==> src/rtl/ysyx_23060191_csr_ctrl_pkg.sv <==
// Shared definitions for the CSR/trap sequencer: datapath widths, the
// supported machine-mode CSR addresses, decode op encodings and the
// sequencer state encoding.
package ysyx_23060191_csr_ctrl_pkg;

    localparam int CPU_WIDTH_DEF  = 32;
    localparam int CSR_ADDR_W_DEF = 12;

    localparam logic [11:0] CSR_MSTATUS = 12'h300;
    localparam logic [11:0] CSR_MTVEC   = 12'h305;
    localparam logic [11:0] CSR_MEPC    = 12'h341;
    localparam logic [11:0] CSR_MCAUSE  = 12'h342;

    typedef enum logic [2:0] {
        OP_NONE  = 3'd0,
        OP_CSRRW = 3'd1,
        OP_CSRRS = 3'd2,
        OP_CSRRC = 3'd3,
        OP_ECALL = 3'd4,
        OP_MRET  = 3'd5
    } csr_op_e;

    typedef enum logic [2:0] {
        S_IDLE  = 3'd0,
        S_RD    = 3'd1,
        S_WR    = 3'd2,
        S_EPC   = 3'd3,
        S_CAUSE = 3'd4,
        S_JMP   = 3'd5
    } csr_state_e;

    function automatic logic csr_addr_ok(input logic [11:0] addr);
        return (addr == CSR_MSTATUS) || (addr == CSR_MTVEC) ||
               (addr == CSR_MEPC)    || (addr == CSR_MCAUSE);
    endfunction

endpackage

==> src/rtl/ysyx_23060191_csr_alu.sv <==
// Write-data generator for the Zicsr read-modify-write ops.
//   i_op        : latched op (only CSRRW/CSRRS/CSRRC produce a write)
//   i_old       : CSR value captured in the read cycle
//   i_rs1       : rs1 operand
//   i_rs1_is_x0 : rs1 field is x0
//   o_wdata     : value to write back to the CSR
//   o_no_write  : suppress the write (set/clear with x0, or not a CSR op)
module ysyx_23060191_csr_alu
    import ysyx_23060191_csr_ctrl_pkg::*;
#(
    parameter int W = CPU_WIDTH_DEF
) (
    input  logic [2:0]   i_op,
    input  logic [W-1:0] i_old,
    input  logic [W-1:0] i_rs1,
    input  logic         i_rs1_is_x0,
    output logic [W-1:0] o_wdata,
    output logic         o_no_write
);

    always_comb begin
        o_wdata    = '0;
        o_no_write = 1'b1;
        case (i_op)
            OP_CSRRW: begin
                o_wdata    = i_rs1;
                o_no_write = 1'b0;
            end
            // Set/clear with x0 is a pure read: no side effect on the CSR.
            OP_CSRRS: begin
                o_wdata    = i_old | i_rs1;
                o_no_write = i_rs1_is_x0;
            end
            OP_CSRRC: begin
                o_wdata    = i_old & ~i_rs1;
                o_no_write = i_rs1_is_x0;
            end
            default: ;
        endcase
    end

endmodule

==> src/rtl/ysyx_23060191_csr_ctrl.sv <==
// Multi-cycle CSR/trap sequencer feeding the CSR register file.
//   clk, rst           : clock, synchronous active-high reset
//   i_valid / o_ready  : instruction handshake from decode (ready in IDLE only)
//   i_op, i_pc, i_rs1_data, i_rs1_is_x0, i_csr_addr, i_ecall_no : instruction fields
//   o_addr_rd_csr / i_data_rd_csr : combinational CSR read port
//   i_mtvec, i_mepc    : current trap vector / exception PC
//   o_wr_en_csr, o_addr_wr_csr, o_data_wr_csr : CSR write port
//   o_rd_wen, o_rd_data : rd writeback of the old CSR value
//   o_redirect, o_redirect_pc : PC redirect for ECALL/MRET
//   o_illegal          : CSR op addressed an unsupported CSR
//   o_done             : one-cycle retire pulse
//
// state | meaning
// IDLE  | waiting for an instruction, o_ready=1
// RD    | present latched address on the read port, capture old value
// WR    | write back RMW result, return old value to rd, retire
// EPC   | ECALL: mepc <= pc
// CAUSE | ECALL: mcause <= a5
// JMP   | redirect to mtvec (ECALL) or mepc (MRET), retire
module ysyx_23060191_csr_ctrl
    import ysyx_23060191_csr_ctrl_pkg::*;
#(
    parameter int CPU_WIDTH  = CPU_WIDTH_DEF,
    parameter int CSR_ADDR_W = CSR_ADDR_W_DEF
) (
    input  logic                  clk,
    input  logic                  rst,
    input  logic                  i_valid,
    output logic                  o_ready,
    input  logic [2:0]            i_op,
    input  logic [CPU_WIDTH-1:0]  i_pc,
    input  logic [CPU_WIDTH-1:0]  i_rs1_data,
    input  logic                  i_rs1_is_x0,
    input  logic [CSR_ADDR_W-1:0] i_csr_addr,
    input  logic [CPU_WIDTH-1:0]  i_ecall_no,
    output logic [CSR_ADDR_W-1:0] o_addr_rd_csr,
    input  logic [CPU_WIDTH-1:0]  i_data_rd_csr,
    input  logic [CPU_WIDTH-1:0]  i_mtvec,
    input  logic [CPU_WIDTH-1:0]  i_mepc,
    output logic                  o_wr_en_csr,
    output logic [CSR_ADDR_W-1:0] o_addr_wr_csr,
    output logic [CPU_WIDTH-1:0]  o_data_wr_csr,
    output logic                  o_rd_wen,
    output logic [CPU_WIDTH-1:0]  o_rd_data,
    output logic                  o_redirect,
    output logic [CPU_WIDTH-1:0]  o_redirect_pc,
    output logic                  o_illegal,
    output logic                  o_done
);

    csr_state_e            state_q, state_d;
    csr_op_e               op_q, op_d;
    logic [CPU_WIDTH-1:0]  pc_q, pc_d;
    logic [CPU_WIDTH-1:0]  rs1_q, rs1_d;
    logic                  x0_q, x0_d;
    logic [CSR_ADDR_W-1:0] addr_q, addr_d;
    logic [CPU_WIDTH-1:0]  eno_q, eno_d;
    logic [CPU_WIDTH-1:0]  old_q, old_d;

    logic [CPU_WIDTH-1:0]  alu_wdata;
    logic                  alu_no_write;
    logic                  live;

    ysyx_23060191_csr_alu #(.W(CPU_WIDTH)) u_alu (
        .i_op        (op_q),
        .i_old       (old_q),
        .i_rs1       (rs1_q),
        .i_rs1_is_x0 (x0_q),
        .o_wdata     (alu_wdata),
        .o_no_write  (alu_no_write)
    );

    always_comb begin
        state_d = state_q;
        op_d    = op_q;
        pc_d    = pc_q;
        rs1_d   = rs1_q;
        x0_d    = x0_q;
        addr_d  = addr_q;
        eno_d   = eno_q;
        old_d   = old_q;
        case (state_q)
            S_IDLE: begin
                if (i_valid) begin
                    case (i_op)
                        OP_CSRRW, OP_CSRRS, OP_CSRRC: state_d = S_RD;
                        OP_ECALL:                     state_d = S_EPC;
                        OP_MRET:                      state_d = S_JMP;
                        default:                      state_d = S_IDLE;
                    endcase
                    if (state_d != S_IDLE) begin
                        op_d   = csr_op_e'(i_op);
                        pc_d   = i_pc;
                        rs1_d  = i_rs1_data;
                        x0_d   = i_rs1_is_x0;
                        addr_d = i_csr_addr;
                        eno_d  = i_ecall_no;
                    end
                end
            end
            S_RD: begin
                old_d   = i_data_rd_csr;
                state_d = S_WR;
            end
            S_WR:    state_d = S_IDLE;
            S_EPC:   state_d = S_CAUSE;
            S_CAUSE: state_d = S_JMP;
            S_JMP:   state_d = S_IDLE;
            default: state_d = S_IDLE;
        endcase
    end

    always_ff @(posedge clk) begin
        if (rst) begin
            state_q <= S_IDLE;
            op_q    <= OP_NONE;
            pc_q    <= '0;
            rs1_q   <= '0;
            x0_q    <= 1'b0;
            addr_q  <= '0;
            eno_q   <= '0;
            old_q   <= '0;
        end else begin
            state_q <= state_d;
            op_q    <= op_d;
            pc_q    <= pc_d;
            rs1_q   <= rs1_d;
            x0_q    <= x0_d;
            addr_q  <= addr_d;
            eno_q   <= eno_d;
            old_q   <= old_d;
        end
    end

    // Strobes are masked while rst is high so that a reset raised in the
    // middle of a sequence cannot commit the write/redirect of that cycle.
    assign live      = ~rst;
    assign o_rd_data = old_q;

    always_comb begin
        o_ready       = (state_q == S_IDLE);
        o_addr_rd_csr = CSR_MTVEC;
        o_wr_en_csr   = 1'b0;
        o_addr_wr_csr = '0;
        o_data_wr_csr = '0;
        o_rd_wen      = 1'b0;
        o_redirect    = 1'b0;
        o_redirect_pc = '0;
        o_illegal     = 1'b0;
        o_done        = 1'b0;
        case (state_q)
            S_RD: o_addr_rd_csr = addr_q;
            S_WR: begin
                o_addr_wr_csr = addr_q;
                o_data_wr_csr = alu_wdata;
                o_done        = live;
                if (csr_addr_ok(addr_q)) begin
                    o_wr_en_csr = live & ~alu_no_write;
                    o_rd_wen    = live;
                end else begin
                    o_illegal   = live;
                end
            end
            S_EPC: begin
                o_wr_en_csr   = live;
                o_addr_wr_csr = CSR_MEPC;
                o_data_wr_csr = pc_q;
            end
            S_CAUSE: begin
                o_wr_en_csr   = live;
                o_addr_wr_csr = CSR_MCAUSE;
                o_data_wr_csr = eno_q;
            end
            S_JMP: begin
                o_redirect    = live;
                o_redirect_pc = (op_q == OP_ECALL) ? i_mtvec : i_mepc;
                o_done        = live;
            end
            default: ;
        endcase
    end

endmodule
==> config.mk <==
export PLATFORM = sky130hd
export DESIGN_NAME = ysyx_23060191_csr_ctrl
export DESIGN_NICKNAME = d
export VERILOG_FILES = /design/src/rtl/ysyx_23060191_csr_ctrl_pkg.sv /design/src/rtl/ysyx_23060191_csr_alu.sv /design/src/rtl/ysyx_23060191_csr_ctrl.sv
export SDC_FILE = /design/constraint.sdc
export NUM_CORES = 1
export LEC_CHECK = 0
export ABC_CLOCK_PERIOD_IN_PS = 1600
export BUFFER_PORTS_ARGS = -buffer_cell sky130_fd_sc_hd__buf_4
export CAP_MARGIN = 30
export CORE_MARGIN = 2
export CORE_UTILIZATION = 30
export CTS_CLUSTER_DIAMETER = 100
export DETAILED_ROUTE_END_ITERATION = 8
export GPL_ROUTABILITY_DRIVEN = 0
export HOLD_SLACK_MARGIN = 0.05
export PLACE_DENSITY = 0.64
export SLEW_MARGIN = 40
export SYNTH_ARGS = -nofsm -noshare
export SYNTH_HDL_FRONTEND = slang
export SYNTH_SLANG_ARGS = --single-unit
==> constraint.sdc <==
create_clock -name clk -period 1.6 [get_ports clk]
set_input_delay 0.16 -clock clk [delete_from_list [all_inputs] [get_ports clk]]
set_output_delay 0.16 -clock clk [all_outputs]
set_load 0.03 [all_outputs]
==> metrics.csv <==
metric,value,unit
period_needed,2.17,ns
yosysWarnings,0,
synthFlopType,dfxtp_1,
use_met3,0.0613,
worstSetupStartpointType,flip-flop,
grt_max_degree,51,
diodes,0,
drive_gt1_frac,0.552,
cts_sinks,147,
grt_overflow_total,0,
end_kind,primary output,
r2r_slack,-0.41,ns
yosysMostFrequentCell,nand2_1,
grt_use_met2,0.479,
dp.cells,1551,
dr.pass1.iters,7,
p_int,8.09,mW
switching_share,0.323,
leakagePower,6.45,nW
dieHeight,155,um
finalHoldViolations,0,
p_clk_frac,0.352,
rsz0062_at_grt,yes,
p_per_area,755,mW/mm^2
insertion_delay,0.42,ns
place_hpwl,19300,um
cts.clk_slew.worst_paths,0.07,ns
use_met1,0.310,
yosysSeqAreaShare,0.430,
max_freq,461,MHz
ys_top_cells_by_count,"361 x nand2_1, 212 x a21oi_1, 147 x dfxtp_1, 39 x clkbuf_1, 32 x a22oi_1",
grt_pass1_vias,9354,
yosys.cell_types.count,37,
routed_wirelength,40200,um
yosys.area.top_type,dfxtp_1,
synth_top_area_share,0.430,
tritoncts,yes,
yosys-top-cells-area,"dfxtp_1 43%, nand2_1 20%, a21oi_1 16%",
drtIter0Drc,633,
clockBufferDepth,2,
drv_slew,0,
routedWlPerCell,22.3,um
die_w,155,um
final.period_utilization,1.36,
core.rowCount,55,
instances_no_fill,1804,
antenna_found_initial,0,
path_class,reg2out,
outcome,finished with violations,
reg2regPathDepth,11,
worstHoldPathType,in2reg,
drc,0,
pwr-share-seq,0.347,
r2r-start,state_q[0]$_SDFFE_PP0P_,
core,0.0225,sq mm
hold_path_end,op_q[1]$_SDFFE_PP0P_,
drtAntennaViolNets,0,
track_usage,0.270,
cts-root-buf,clkbuf_16,
syn_area_per_cell,7.11,sq um
grt_pass1_wl,50500,um
r2r_end,eno_q[31]$_SDFFE_PP0P_,
viasPerCell,5.36,
ir_drop,0.000519,V
violations,setup timing,
netSwitchingPower,3.86,mW
num_vias,9671,
hold_start,rst,
power_frac_comb,0.301,
dieArea,0.0240,sq mm
ys_seq_elements,147,
max-cap-violations,0,
tns,-69.39,ns
slew_headroom,0.704,
top_usage_layer,met2,
finClkSkew,0.00867,ns
cp_max_fo,2,
worstMarginPinSlew,0.433,ns
synth_edf_count,0,
place.port_buffers,336,
synth_area,0.00684,sq mm
cts_made_buffers,17,
worst_slack,-0.569,ns
synth_nets,1173,
crit_required,1.44,ns
io_pins,337,
nets,1717,
htreeDepth,4,
worstPathArrival,2.01,ns
start_util,0.304,
hold-path-cell-count,2,
syn_inst,962,
utilization,0.703,
async_flop_share,0,
setup_viol,225,
area_growth,131,%
## metal layers
layer / up-vias / routed length [um]
met5: - / 0
met4: 0 / 1900
met3: 133 / 3210
met2: 558 / 19600
met1: 4645 / 15500
li1: 4335 / -
## power by group through the flow
| stage | combinational, mW | sequential [mW] | clock (mW) |
|---|---|---|---|
| 2_1_floorplan | 0.971 | 4.18 | 0 |
| 3_3_place_gp | 1.94 | 4.14 | 0 |
| 3_5_place_dp | 1.95 | 4.15 | 0 |
| 4_1_cts | 2.79 | 4.09 | 4.23 |
| 5_1_grt | 3.74 | 4.17 | 4.42 |
| 6_report | 3.59 | 4.15 | 4.21 |
## logic make-up (layout without fill, tap and decap cells)
family | count (synthesis) | in the layout | synth area share
buffers and inverters | 83 | 640 | 0.0626
multiplexers | 1 | 1 | 0.00146
XOR/XNOR | 2 | 2 | 0.00256
flip-flops | 147 | 147 | 0.430
AO/OA/AOI/OAI | 283 | 283 | 0.222
AND/OR/NAND/NOR | 446 | 446 | 0.282
## how the worst max path moves through the flow
stage / startpoint / end / slack (ns) / cells past startpoint
final: addr_q[3]$_SDFFE_PP0P_ / o_wr_en_csr / -0.57 / 5
after global routing: addr_q[3]$_SDFFE_PP0P_ / o_rd_wen / -0.67 / 6
after CTS: addr_q[3]$_SDFFE_PP0P_ / o_rd_wen / -0.59 / 6
after detailed placement: addr_q[4]$_SDFFE_PP0P_ / o_wr_en_csr / -0.19 / 5
after global placement: addr_q[4]$_SDFFE_PP0P_ / o_wr_en_csr / -0.19 / 5
after floorplan: addr_q[3]$_SDFFE_PP0P_ / o_wr_en_csr / -0.09 / 4
## critical path, stage by stage (launching register included)
cell and delay, ns:
dfxtp_1 0.31, or4_4 0.54, nor4_4 0.19, nand4_1 0.21, a21oi_4 0.18, buf_6 0.16
## final cells by class
class / instances / area [sq um]
clock inverter: 14 / 166
multi-input combinational: 732 / 5420
clock buffer: 18 / 439
timing repair buffer: 605 / 6460
tap: 285 / 357
fill: 1517 / 6680
inverter: 3 / 15.0
sequential: 147 / 2960
## through the flow
step / area [sq um] / power, mW / setup slack (ns) / hold WS (ns)
after global routing: 15800 / 12.3 / -0.665 / 0.117
after global placement: 10400 / 6.08 / -0.186 / 0.407
final: 15800 / 11.9 / -0.569 / 0.119
after detailed placement: 10400 / 6.10 / -0.187 / 0.416
after CTS: 14200 / 11.1 / -0.588 / 0.0708
after floorplan: 7350 / 5.15 / -0.0935 / 0.296
## cell usage in the layout, fill, tap and decap left out, types with 15 or more instances in the layout
cell type and n:
a21oi_4 36, nand2_2 78, a21oi_1 115, buf_4 266, buf_6 123, nand2_4 44
dfxtp_1 140, nor3b_1 15, o21ai_4 29, nand2_1 238, a21oi_2 61, a22oi_2 28
dlygate4sd3_1 144, buf_12 32, clkbuf_16 39, nor3b_2 15
## flip-flops by register name (all words and copies together) (netlist names)
name	count
addr_q	12
eno_q	32
o_rd_data	32
op_q	3
pc_q	32
rs1_q	32
state_q	3
x0_q	1
## what timing repair did
item                                    CTS  global route
gates resized for setup                 303           245
gates cloned                             15            30
hold buffers                            144             0
pin swaps                               101            78
endpoints found under the hold margin   144             0
endpoints found under the setup margin   98           235
buffers inserted                         18            18
(Power assumes the default switching activity.)
